**src/rtl/memory_arbiter_if.sv**
```systemverilog
// Bus bundle between the fetch/data requesters, the arbiter and the unified RAM.
//   slave  : arbiter view (requests and RAM status in; waits, loads, RAM request out)
//   master : environment view (requesters + RAM drive the opposite directions)
// Signals keep their original names: iREN/iaddr/iwait/iload, dREN/dWEN/daddr/
// dstore/dwait/dload, ramREN/ramWEN/ramaddr/ramstore/ramload/ramstate.
interface memory_arbiter_if;
  logic        iREN;
  logic [31:0] iaddr;
  logic        iwait;
  logic [31:0] iload;
  logic        dREN;
  logic        dWEN;
  logic [31:0] daddr;
  logic [31:0] dstore;
  logic        dwait;
  logic [31:0] dload;
  logic        ramREN;
  logic        ramWEN;
  logic [31:0] ramaddr;
  logic [31:0] ramstore;
  logic [31:0] ramload;
  logic [1:0]  ramstate;

  modport slave (
    input  iREN, iaddr, dREN, dWEN, daddr, dstore, ramload, ramstate,
    output iwait, iload, dwait, dload, ramREN, ramWEN, ramaddr, ramstore
  );

  modport master (
    output iREN, iaddr, dREN, dWEN, daddr, dstore, ramload, ramstate,
    input  iwait, iload, dwait, dload, ramREN, ramWEN, ramaddr, ramstore
  );
endinterface

```
**src/rtl/memory_arbiter.sv**
```systemverilog
// Arbitrates the single-port unified RAM between instruction fetch and data
// access. A grant is chosen when leaving IDLE and held until the RAM reports
// ACCESS (completion), ERROR (abort) or the requester withdraws. Data wins
// contention unless STARVE_LIMIT data grants have completed back-to-back while
// a fetch was waiting.
// Ports:
//   CLK  : clock, rising edge
//   nRST : asynchronous active-low reset
//   mif  : memory_arbiter_if.slave (requester and RAM signals)
module memory_arbiter #(
  parameter int unsigned STARVE_LIMIT = 4
) (
  input logic            CLK,
  input logic            nRST,
  memory_arbiter_if.slave mif
);

  typedef enum logic [1:0] {IDLE, IGNT, DGNT} state_t;
  typedef enum logic [1:0] {RAM_FREE, RAM_BUSY, RAM_ACCESS, RAM_ERROR} ramstate_t;

  localparam logic [3:0] LIMIT = 4'(STARVE_LIMIT);

  state_t     state_q, state_d;
  logic [3:0] starve_cnt_q, starve_cnt_d;
  logic       d_req;
  logic       i_cplt;
  logic       d_cplt;

  always_ff @(posedge CLK or negedge nRST) begin
    if (!nRST) begin
      state_q      <= IDLE;
      starve_cnt_q <= '0;
    end else begin
      state_q      <= state_d;
      starve_cnt_q <= starve_cnt_d;
    end
  end

  always_comb begin
    state_d      = state_q;
    starve_cnt_d = starve_cnt_q;
    mif.ramREN   = 1'b0;
    mif.ramWEN   = 1'b0;
    mif.ramaddr  = '0;
    mif.ramstore = '0;
    mif.iload    = '0;
    mif.dload    = '0;

    d_req  = mif.dREN | mif.dWEN;
    i_cplt = (state_q == IGNT) && (mif.ramstate == RAM_ACCESS);
    d_cplt = (state_q == DGNT) && (mif.ramstate == RAM_ACCESS);

    mif.iwait = mif.iREN & ~i_cplt;
    mif.dwait = d_req & ~d_cplt;

    unique case (state_q)
      IDLE: begin
        if (d_req && !(mif.iREN && (starve_cnt_q >= LIMIT))) begin
          state_d = DGNT;
        end else if (mif.iREN) begin
          state_d = IGNT;
        end
      end

      DGNT: begin
        mif.ramREN   = mif.dREN;
        mif.ramWEN   = mif.dWEN;
        mif.ramaddr  = mif.daddr;
        mif.ramstore = mif.dstore;
        // Withdrawal takes precedence so a dropped request never sees a load pulse.
        if (!d_req) begin
          state_d = IDLE;
        end else if (mif.ramstate == RAM_ACCESS) begin
          mif.dload = mif.ramload;
          state_d   = IDLE;
          if (mif.iREN) begin
            starve_cnt_d = (starve_cnt_q == 4'hF) ? starve_cnt_q : starve_cnt_q + 4'd1;
          end else begin
            starve_cnt_d = '0;
          end
        end else if (mif.ramstate == RAM_ERROR) begin
          state_d = IDLE;
        end
      end

      IGNT: begin
        mif.ramREN  = 1'b1;
        mif.ramaddr = mif.iaddr;
        if (!mif.iREN) begin
          state_d = IDLE;
        end else if (mif.ramstate == RAM_ACCESS) begin
          mif.iload    = mif.ramload;
          starve_cnt_d = '0;
          state_d      = IDLE;
        end else if (mif.ramstate == RAM_ERROR) begin
          state_d = IDLE;
        end
      end

      default: state_d = IDLE;
    endcase
  end

endmodule

```
**src/flat_wrapper.sv**
```systemverilog
// flat-port wrapper written by rule: the top's interface ports become plain ports
module memory_arbiter_flat 
#(
  parameter int unsigned STARVE_LIMIT = 4
)
  (CLK, nRST, mif_iREN, mif_iaddr, mif_dREN, mif_dWEN, mif_daddr, mif_dstore, mif_ramload, mif_ramstate, mif_iwait, mif_iload, mif_dwait, mif_dload, mif_ramREN, mif_ramWEN, mif_ramaddr, mif_ramstore);
  memory_arbiter_if mif_i ();
  input logic CLK;
  input logic nRST;
  input wire logic [$bits(mif_i.iREN)-1:0] mif_iREN;
  input wire logic [$bits(mif_i.iaddr)-1:0] mif_iaddr;
  input wire logic [$bits(mif_i.dREN)-1:0] mif_dREN;
  input wire logic [$bits(mif_i.dWEN)-1:0] mif_dWEN;
  input wire logic [$bits(mif_i.daddr)-1:0] mif_daddr;
  input wire logic [$bits(mif_i.dstore)-1:0] mif_dstore;
  input wire logic [$bits(mif_i.ramload)-1:0] mif_ramload;
  input wire logic [$bits(mif_i.ramstate)-1:0] mif_ramstate;
  output wire logic [$bits(mif_i.iwait)-1:0] mif_iwait;
  output wire logic [$bits(mif_i.iload)-1:0] mif_iload;
  output wire logic [$bits(mif_i.dwait)-1:0] mif_dwait;
  output wire logic [$bits(mif_i.dload)-1:0] mif_dload;
  output wire logic [$bits(mif_i.ramREN)-1:0] mif_ramREN;
  output wire logic [$bits(mif_i.ramWEN)-1:0] mif_ramWEN;
  output wire logic [$bits(mif_i.ramaddr)-1:0] mif_ramaddr;
  output wire logic [$bits(mif_i.ramstore)-1:0] mif_ramstore;
  assign mif_i.iREN = mif_iREN;
  assign mif_i.iaddr = mif_iaddr;
  assign mif_i.dREN = mif_dREN;
  assign mif_i.dWEN = mif_dWEN;
  assign mif_i.daddr = mif_daddr;
  assign mif_i.dstore = mif_dstore;
  assign mif_i.ramload = mif_ramload;
  assign mif_i.ramstate = mif_ramstate;
  assign mif_iwait = mif_i.iwait;
  assign mif_iload = mif_i.iload;
  assign mif_dwait = mif_i.dwait;
  assign mif_dload = mif_i.dload;
  assign mif_ramREN = mif_i.ramREN;
  assign mif_ramWEN = mif_i.ramWEN;
  assign mif_ramaddr = mif_i.ramaddr;
  assign mif_ramstore = mif_i.ramstore;
  memory_arbiter #(.STARVE_LIMIT(STARVE_LIMIT)) u_core (.CLK(CLK), .nRST(nRST), .mif(mif_i));
endmodule
```
**config.mk**
```make
export PLATFORM = sky130hd
export DESIGN_NAME = memory_arbiter_flat
export DESIGN_NICKNAME = d
export VERILOG_FILES = /design/src/rtl/memory_arbiter_if.sv /design/src/rtl/memory_arbiter.sv /design/src/flat_wrapper.sv
export SDC_FILE = /design/constraint.sdc
export NUM_CORES = 1
export LEC_CHECK = 0
export ABC_CLOCK_PERIOD_IN_PS = 2200
export BUFFER_PORTS_ARGS = -buffer_cell sky130_fd_sc_hd__buf_2
export CORE_AREA = 4 4 100 102
export CTS_CLUSTER_DIAMETER = 80
export CTS_CLUSTER_SIZE = 28
export DETAILED_ROUTE_END_ITERATION = 16
export DIE_AREA = 0 0 104 106
export GPL_TIMING_DRIVEN = 0
export PLACE_DENSITY = 0.61
export SLEW_MARGIN = 10
export SYNTH_ARGS = -nofsm -noshare
export SYNTH_HDL_FRONTEND = slang
export SYNTH_SLANG_ARGS = --single-unit
```
**constraint.sdc**
```tcl
create_clock -name CLK -period 2.2 [get_ports CLK]
set_clock_uncertainty 0.1 [all_clocks]
set_input_delay 0.11 -clock CLK [delete_from_list [all_inputs] [get_ports CLK]]
set_output_delay 0.11 -clock CLK [all_outputs]
set_load 0.005 [all_outputs]
```
==> results of run 1 <==
==> registers in the layout, summed over array words and instances (netlist names) <==
register             flops
u_core.starve_cnt_q      4
u_core.state_q           2
==> placed cells by master, fill, tap and decap left out, types with 3 or more instances in the layout <==
cell,count
clkbuf_1,8
nor2b_1,36
a22oi_1,32
ha_1,5
buf_2,265
dfrtp_1,6
nor2_1,3
and2_1,97
a21oi_1,3
clkbuf_8,3
clkbuf_2,10
inv_1,4
==> stage by stage <==
| step | power, mW | instance area (µm²) |
|---|---|---|
| final | 2.31 | 3170 |
| after global routing | 2.55 | 3170 |
| after CTS | 2.33 | 3160 |
| after detailed placement | 2.14 | 3100 |
| after global placement | 2.11 | 3100 |
| after floorplan | 1.35 | 1630 |
==> power by group through the flow <==
| stage | Combinational [mW] | Sequential (mW) | Clock (mW) |
|---|---|---|---|
| global route | 2.15 | 0.227 | 0.177 |
| CTS | 1.95 | 0.213 | 0.172 |
| detailed placement | 1.93 | 0.215 | 0 |
| finish | 1.93 | 0.214 | 0.169 |
| floorplan | 1.15 | 0.202 | 0 |
| global placement | 1.89 | 0.212 | 0 |
==> logic make-up (layout without fill, tap and decap cells) <==
group           count (synthesis)  after routing  share of synthesized area (%)
flops                           6              6                           9.21
mux                             3              3                           2.00
simple gates                  148            148                           56.1
compound gates                 46             46                           22.2
fa+ha+maj                       5              5                           3.84
buf+inv                        26            295                           6.68
==> layout make-up <==
class                      count  area, µm²
buffer                        22        118
clock buffer                   3       41.3
fill                         992       5930
inverter                       4       15.0
multi-input combinational    202       1380
sequential                     6        150
tap                          111        139
timing repair buffer         266       1340
==> routing by layer <==
| layer | track usage [%] | vias to the layer above |
|---|---|---|
| li1 | - | 1317 |
| met1 | 14.4 | 1188 |
| met2 | 28.6 | 170 |
| met3 | 4.07 | 4 |
| met4 | 1.71 | 0 |
| met5 | 0 | - |
==> worst max-delay path by stage <==
stage / slack, ns / to / from / depth (start not counted)
after floorplan: 0.29 / u_core.starve_cnt_q[2] / u_core.state_q[0] / 7
after global placement: -0.21 / mif_iload[29] / u_core.state_q[1] / 7
after detailed placement: -0.26 / mif_iload[29] / u_core.state_q[1] / 7
after CTS: 0.02 / mif_iload[29] / u_core.state_q[1] / 7
after global routing: 0.003 / mif_ramstore[10] / u_core.state_q[0] / 7
final: 0.14 / u_core.starve_cnt_q[3] / u_core.state_q[0] / 7
==> timing repair <==
item | CTS | global route
gates resized for setup | 11 | 11
hold buffers | 1 | 0
setup endpoints to repair | 104 | 70
endpoints found under the hold margin | 6 | 0
==> worst max-delay path: cells and delay by family (launching register included) <==
kind / cells / cell delay, ns
multiplexers: 1 / 0.11
flip-flops: 1 / 0.40
AO/OA/AOI/OAI: 3 / 0.94
adder cells (fa/ha/maj): 1 / 0.16
buffers and inverters: 2 / 0.24
==> run summary, run 1 <==
Worst R2R End: u_core.starve_cnt_q[3]
Clk sinks: 6
Critical path type: flip-flop to flip-flop
Top routing layer used: met4
Hold Vio Cnt, Final: 0
Main synth FF type: dfrtp_1
Critical path's slowest cell: a2111oi_4
Setup WS pre-CTS: -0.262 ns
Vias post-DR: 2,679
DP HPWL: 7680 µm
Leak Pwr: 1.93 nW
Routed wl met2: 4520 µm
Net Switching: 1.06 mW
Clk slew on worst S/H paths: 0.04 ns
IO Pins: 267
Synth area leaders: and2_1 37%, a22oi_1 15%, nor2b_1 14%
Clock group share of total power: 7.3%
Placed cell count: 610
WHS: 0.131 ns
Reg power frac: 9.3%
Reg2reg path depth: 7
# Post-CTS Setup Buffers: 0
F_max: 0.485 GHz
Maximum buffer depth of the clock tree: 2
Layout area overhead: 94.7%
R2R setup slack: 0.14 ns
Int Power: 1.25 mW
Top post-synthesis cells by count: 97 x and2_1, 36 x nor2b_1, 32 x a22oi_1
Setup violations, final: 0
RSZ-0062 raised after global routing: no
Post-Syn Instances: 234
Max_slew headroom: 69.9%
Post-layout minimum cycle time: 2.06 ns
Most common cell in the netlist: and2_1
PwrDens: 727 nW/µm²
Num CTS Buffers: 3
Vias in the first global route: 2,709
DR WL/cell: 13.9 µm
Net Sw Frac: 46.0%
Async SR Flop Fraction: 100%
Worst-Margin Slew: 0.450 ns
Total congestion overflow: 0
CP cell instances: inv_1 > ha_1 > buf_6 > mux2i_1 > a2111oi_4 > o21ai_2 > a221o_1
Site row count: 35
WP data arrival: 2.07 ns
CP endpoint kind: flip-flop
Top-area cell type share of the netlist area: 37.2%
Largest net degree at the start of global routing: 11
Distinct cells, synth: 30
CP Launch Type: flip-flop
Slew Viols, Final: 0
Setup TNS Final: 0 ns
Non-Filler Instances: 614
Hold Path Sink: u_core.state_q[0]
Initial core utilization: 17.9%
N_diodes: 0
Buffers added on ports: 265
Share of cells above drive strength 1: 57.3%
Initial DRC count: 100
Seq/Total Area, Yosys: 9.21%
Hold Path Origin: mif_iREN
Post-route ant nets: 0
M1 wire length: 3100 µm
Slowest stage delay, CP: 0.42 ns
Critical-path maximum fanout: 9
Detail-routed via count per cell: 4.36
Final wirelength: 8530 µm
WL met3: 868 µm
Total Routing Usage GR: 14.1%
Die X: 104 µm
Reg2reg start: u_core.state_q[0]
Mapped Avg Cell Area: 6.97 µm²
Combinational share of power: 83.4%
Layout Nets: 645
Core area: 9110 µm²
Layout Utilization: 34.8%
Worst EP required: 2.21 ns
Die area: 11,000 µm²
IR drop worst, VDD: 0.490 mV
Die height: 106 µm
DRT Pass-1 Iters: 4
Largest area contributor in the netlist: and2_1
HP Class: input port to flip-flop
Ys Warns: 0
Status: complete, no violations
Global-route wire length before repair: 13,100 µm
Post-route clock period utilization: 93.7%
Hold Path Cell Cnt: 2
Later-pin clock latency in the skew report: 0.23 ns
Final WS setup: 0.138 ns
Remaining DRCs: 0
Placer Congestion: 0.831
Post-synth EDFFs: 0
CTS tree: done
Initial antenna violation count: 0
Root Driver: clkbuf_8
Synth Net Count: 374
Total of max-cap violations: 0
Mapped cell area: 1630 µm²
Yosys reg bits: 6
H-tree lvl count: 1
Note: power is estimated with default switching activity, not from simulation.
==> run 2: changes to the inputs <==
Settings changed: HOLD_SLACK_MARGIN from default to 0.12, RECOVER_POWER from default to 100.
==> run 2 against run 1 <==
  * Global-route usage unchanged
  * Sequential share of layout area increased by 0.13 points
  * Critical path depth unchanged
  * Non-clock buffer count unchanged
  * Largest cell class is now multi-input gates
==> run summary, run 2 (same netlist as run 1, synthesis figures left out) <==
Reg power frac: 9.5% (+0.2 points)
Hold Path Origin: mif_iREN
Initial DRC count: 109 (+9.0%)
Slew Viols, Final: 0 (unchanged)
Die X: 104 µm (unchanged)
CTS tree: done
Critical-path maximum fanout: 9 (unchanged)
IO Pins: 267 (unchanged)
Worst EP required: 2.21 ns (about the same)
CP endpoint kind: flip-flop
Post-route clock period utilization: 93.5% (-0.23 points)
DP HPWL: 7680 µm (unchanged)
WP data arrival: 2.06 ns (about the same)
HP Class: input port to flip-flop
Status: complete, no violations
CP cell instances: inv_1 > ha_1 > buf_6 > mux2i_1 > a2111oi_4 > o21ai_2 > a221o_1
Initial antenna violation count: 0 (unchanged)
M1 wire length: 3150 µm (+1.7%)
Global-route wire length before repair: 13,100 µm (unchanged)
Vias in the first global route: 2,709 (unchanged)
IR drop worst, VDD: 0.472 mV (-3.7%)
Hold Path Cell Cnt: 2 (unchanged)
Maximum buffer depth of the clock tree: 2 (unchanged)
Sequential cell area: 150 µm² (unchanged)
Slowest stage delay, CP: 0.41 ns (about the same)
Detail-routed via count per cell: 4.36 (-0.15%)
Total of max-cap violations: 0 (unchanged)
Critical path's slowest cell: a2111oi_4
Setup violations, final: 0 (unchanged)
R2R setup slack: 0.14 ns (about the same)
Layout Nets: 645 (unchanged)
Reg2reg start: u_core.state_q[0]
Later-pin clock latency in the skew report: 0.23 ns (about the same)
Vias post-DR: 2,675 (-0.15%)
Reg2reg path depth: 7 (unchanged)
Worst R2R End: u_core.starve_cnt_q[3]
Placed cell count: 610 (unchanged)
Multi-input gate area: 1380 µm² (unchanged)
Clk sinks: 6 (unchanged)
Buffers added on ports: 265 (unchanged)
F_max: 0.486 GHz (+0.25%)
Worst-Margin Slew: 0.448 ns (-0.00269 ns)
Placer Congestion: 0.831 (unchanged)
# Post-CTS Setup Buffers: 0 (unchanged)
Final WS setup: 0.143 ns (+0.00515 ns)
Largest Register: u_core.starve_cnt_q
PwrDens: 732 nW/µm² (+0.65%)
Max_slew headroom: 70.0% (+0.18 points)
Int Power: 1.18 mW (-5.3%)
Setup TNS Final: 0 ns (unchanged)
N_diodes: 0 (unchanged)
Layout Utilization: 33.9% (-0.96 points)
Routed wl met2: 4530 µm (+0.18%)
DRT Pass-1 Iters: 5 (+1)
Post-route ant nets: 0 (unchanged)
DR WL/cell: 14.0 µm (+0.84%)
Hold Vio Cnt, Final: 0 (unchanged)
Most common cell after layout, fill and taps aside: buf_2
Largest net degree at the start of global routing: 11 (unchanged)
Initial core utilization: 17.9% (unchanged)
Net Sw Frac: 47.8% (+1.8 points)
Clk slew on worst S/H paths: 0.04 ns (about the same)
CP Launch Type: flip-flop
Die height: 106 µm (unchanged)
Non-Filler Instances: 614 (unchanged)
Most frequent cells in the layout: 187 x buf_2, 78 x clkbuf_1, 70 x and2_1
Top routing layer used: met4
Post-layout minimum cycle time: 2.06 ns (-0.00515 ns)
Setup WS pre-CTS: -0.262 ns (unchanged)
RSZ-0062 raised after global routing: no
Net Switching: 1.08 mW (+1.6%)
Core area: 9110 µm² (unchanged)
Hold Path Sink: u_core.state_q[0]
Leak Pwr: 1.60 nW (-17%)
Critical path type: flip-flop to flip-flop
Remaining DRCs: 0 (unchanged)
Total congestion overflow: 0 (unchanged)
Die area: 11,000 µm² (unchanged)
WL met3: 881 µm (+1.5%)
Combinational share of power: 83.1% (-0.3 points)
H-tree lvl count: 1 (unchanged)
Crit-path leading delay family: compound AO/OA/AOI/OAI gates
Num CTS Buffers: 3 (unchanged)
Share of cells above drive strength 1: 43.3% (-14 points)
Total Routing Usage GR: 14.1% (unchanged)
Root Driver: clkbuf_8
Largest regs: u_core.starve_cnt_q x4, u_core.state_q x2
Clock group share of total power: 7.4% (about the same)
Final wirelength: 8610 µm (+0.84%)
Site row count: 35 (unchanged)
Max FFs per register: 4 (unchanged)
Filler cells: 1,040 (+4.8%)
Critical path buffer and inverter count: 2 (unchanged)
Layout area overhead: 89.3%
-- run 2: changes by cell type in the layout (fill, tap and decap cells not counted) --
cell      delta
buf_2       -78
clkbuf_1    +70
and2_0      +27
and2_1      -27
clkbuf_2     +8
-- run 2: routing by layer --
metal,vias to the layer above,GRT usage [%]
li1,1321,-
met2,162,28.6
met3,4,4.07
met4,0,1.71
met5,-,0
met1,1188,14.4
-- run 2: stage by stage --
stage / cell area, µm² / power (mW) / hold WS, ns
floorplan: 1630 / 1.35 / -0.286
global route: 3090 / 2.49 / 0.158
finish: 3090 / 2.26 / 0.134
detailed placement: 3100 / 2.14 / -0.155
global placement: 3100 / 2.11 / -0.157
CTS: 3160 / 2.33 / 0.139
-- run 2: final cells by class --
class                   count  area share (%)
multi-input cells         202            44.5
repair buffers            266            40.5
flip-flops and latches      6            4.86
well taps                 111            4.50
plain buffers              22            3.81
clock buffers               3            1.34
inverters                   4           0.486
-- run 2: worst max-delay path by stage --
stage                            startpoint                endpoint  slack, ns  depth (start not counted)
after floorplan           u_core.state_q[0]  u_core.starve_cnt_q[2]       0.29                          7
after global placement    u_core.state_q[1]           mif_iload[29]      -0.21                          7
after detailed placement  u_core.state_q[1]           mif_iload[29]      -0.26                          7
after CTS                 u_core.state_q[1]           mif_iload[29]       0.02                          7
after global routing      u_core.state_q[0]           mif_dload[24]      0.003                          8
final                     u_core.state_q[0]  u_core.starve_cnt_q[3]       0.14                          7
-- run 2: repair_timing --
item / in CTS / in global routing
resized for setup: 11 / 11
hold buffers: 1 / 0
setup endpoints to repair: 104 / 70
endpoints found under the hold margin: 6 / 0
-- run 2: power groups by stage --
| stage | logic, mW | clock network, mW | registers [mW] |
|---|---|---|---|
| finish | 1.88 | 0.168 | 0.214 |
| global route | 2.09 | 0.177 | 0.227 |
| CTS | 1.95 | 0.172 | 0.213 |
| detailed placement | 1.93 | 0 | 0.215 |
| global placement | 1.89 | 0 | 0.212 |
| floorplan | 1.15 | 0 | 0.202 |
==> run 3: changes to the inputs <==
Settings changed: ABC_CLOCK_PERIOD_IN_PS 2200 to 2050, CORE_AREA 4 4 100 102 to 2 2 104 106, DIE_AREA 0 0 104 106 to 0 0 106 108, PLACE_DENSITY 0.61 to 0.56.
Clock period 2.2 ns to 2.05 ns, I/O delays scaled along.
==> run 3 against run 2 <==
  * Die area increased by 3.8%
  * Sequential cell count unchanged
  * Critical endpoint is now mif_ramaddr[26]
  * Worst hold slack improved by 0.061 ns
  * Via count increased by 1.8%
  * Final area increased by 8.1%
  * Setup slack got worse by 0.068 ns
  * Combinational power increased by 20%
  * Highest routed layer unchanged
  * Sequential share of layout area decreased by 0.29 points
  * Count of clock-buffer cells in the layout unchanged
  * Register-to-register slack got worse by 0.04 ns
==> run summary, run 3 (same netlist as run 1, synthesis figures left out) <==
PwrDens: 808 nW/µm² (+10%)
Leak Pwr: 1.98 nW (+23%)
Die X: 106 µm (+1.9%)
Num CTS Buffers: 3 (unchanged)
Most frequent cells in the layout: 265 x buf_2, 97 x and2_1, 36 x nor2b_1
Most common cell after layout, fill and taps aside: buf_2
DP HPWL: 7280 µm (-5.2%)
Critical path type: flip-flop to output pin
Placed inst area: 3130 µm² (+1.0%)
Total congestion overflow: 0 (unchanged)
Filler cells: 1,080 (+3.8%)
Post-layout minimum cycle time: 1.97 ns
CP endpoint kind: output pin
Net Switching: 1.23 mW (+14%)
H-tree lvl count: 1 (unchanged)
Total of max-cap violations: 0 (unchanged)
Non-Filler Instances: 644 (+4.9%)
Remaining DRCs: 0 (unchanged)
Met1 usage: 13.7% (-0.71 points)
Final Power: 2.70 mW (+19%)
Detail-routed via count per cell: 4.23 (-2.9%)
Vias in the first global route: 2,610 (-3.7%)
Die height: 108 µm (+1.9%)
Reg power frac: 9.5% (about the same)
Setup violations, final: 0 (unchanged)
RSZ-0062 raised after global routing: yes
Hold Vio Cnt, Final: 0 (unchanged)
DRT Pass-1 Iters: 4 (-1)
Post-route clock period utilization: 96.3%
Slowest stage delay, CP: 0.42 ns (about the same)
Clock group share of total power: 6.7% (-0.7 points)
Largest net degree at the start of global routing: 11 (unchanged)
HP Class: input port to asynchronous set/reset pin
Reg2reg start: u_core.state_q[0]
Clk sinks: 6 (unchanged)
Largest regs: u_core.starve_cnt_q x4, u_core.state_q x2
Critical Path Source: u_core.state_q[0]
Share of cells above drive strength 1: 60.6% (+17 points)
Site row count: 37 (+5.7%)
Layout area overhead: 105%
GR peak layer: met2
Routing usage on met3: 1.99% (-2.1 points)
IR drop worst, VDD: 0.341 mV (-28%)
Post-route ant nets: 0 (unchanged)
Combinational share of power: 83.8% (+0.7 points)
Global-route wire length before repair: 12,200 µm (-6.9%)
Maximum buffer depth of the clock tree: 2 (unchanged)
Status: complete, no violations
Final WS setup: 0.0751 ns (-0.0678 ns)
CTS tree: done
IO Pins: 267 (unchanged)
Slew Viols, Final: 0 (unchanged)
Finished layout cell area: 3340 µm² (+8.1%)
Critical path buffer and inverter count: 5 (+3)
DR WL/cell: 13.0 µm (-7.6%)
Later-pin clock latency in the skew report: 0.22 ns (about the same)
Layout Nets: 649 (+0.62%)
Initial antenna violation count: 1 (+1)
CP Launch Type: flip-flop
F_max: 0.506 GHz
Max_slew headroom: 65.2% (-4.9 points)
Met2 Use GR: 26.3% (-2.3 points)
Largest Register: u_core.starve_cnt_q
Core area: 10,200 µm² (+12%)
Final wirelength: 8340 µm (-3.1%)
Crit-path leading delay family: buffers and inverters
CP cell instances: inv_2 > ha_4 > buf_8 > buf_4 > clkbuf_2 > a22oi_1 > nor2b_1 > buf_2
Initial DRC count: 85 (-22%)
Setup WS pre-CTS: -0.438 ns (-0.176 ns)
Max FFs per register: 4 (unchanged)
Die area: 11,400 µm² (+3.8%)
Clk slew on worst S/H paths: 0.04 ns (about the same)
WP data arrival: 1.77 ns (-0.29 ns)
Worst EP required: 1.85 ns (-0.36 ns)
Placer Congestion: 0.793 (-4.6%)
Worst-Margin Slew: 0.521 ns (+0.0730 ns)
Int Power: 1.47 mW (+24%)
Buffers added on ports: 265 (unchanged)
Root Driver: clkbuf_8
Placed cell count: 635 (+4.1%)
Vias post-DR: 2,723 (+1.8%)
Total Routing Usage GR: 13.0% (-1.0 points)
Critical path's slowest cell: dfrtp_2
Net Sw Frac: 45.6% (-2.2 points)
Initial core utilization: 15.9% (-2.0 points)
Critical-path maximum fanout: 10 (+1)
## run 3: path summary, 6_finish.rpt
path	end	slack [ns]	cells past startpoint
worst max-delay path	mif_ramaddr[26]	0.08	8
worst min register to register	u_core.starve_cnt_q[1]	0.46	1
max in group asynchronous	u_core.state_q[0]	1.35	2
worst max register to register	u_core.starve_cnt_q[2]	0.10	7
min in group CLK	u_core.state_q[1]	0.20	3
worst min-delay path	u_core.starve_cnt_q[3]	0.20	2
## run 3: per-layer routing
metal / vias up / wire length [µm]
li1: 1338 / -
met4: 0 / 96
met3: 12 / 754
met1: 1197 / 3100
met2: 176 / 4390
met5: - / 0
## run 3: area by class of cell
class                           instances  area (µm²)  area share, %
Antenna cell                            1        2.50         0.0750
Buffer                                 22         156           4.69
Clock buffer                            3        41.3           1.24
Inverter                                4        15.0          0.450
Multi-Input combinational cell        202        1430           42.9
Sequential cell                         6         153           4.58
Tap cell                              136         170           5.10
Timing Repair Buffer                  270        1370           41.0
## run 3: through the flow
step	setup TNS (ns)	utilization, %	hold slack, ns
6_report	0	32.6	0.196
3_3_place_gp	-13.47	30.6	-0.162
4_1_cts	0	31.8	0.140
5_1_grt	-0.0452	32.6	0.207
3_5_place_dp	-18.12	30.6	-0.158
2_1_floorplan	0	-	-0.293
## run 3: what timing repair did
item                       in CTS  in global routing
buffers inserted                0                  3
hold endpoints to repair        7                  0
hold buffers                    2                  0
resized for setup              29                 28
setup endpoints to repair     128                117
pin swaps                       1                  4
## run 3: power by group through the flow
stage / Sequential [mW] / Combinational (mW) / Clock, mW
floorplan: 0.217 / 1.24 / 0
global placement: 0.228 / 2.06 / 0
detailed placement: 0.232 / 2.10 / 0
CTS: 0.234 / 2.17 / 0.182
global route: 0.259 / 2.51 / 0.182
finish: 0.256 / 2.26 / 0.181
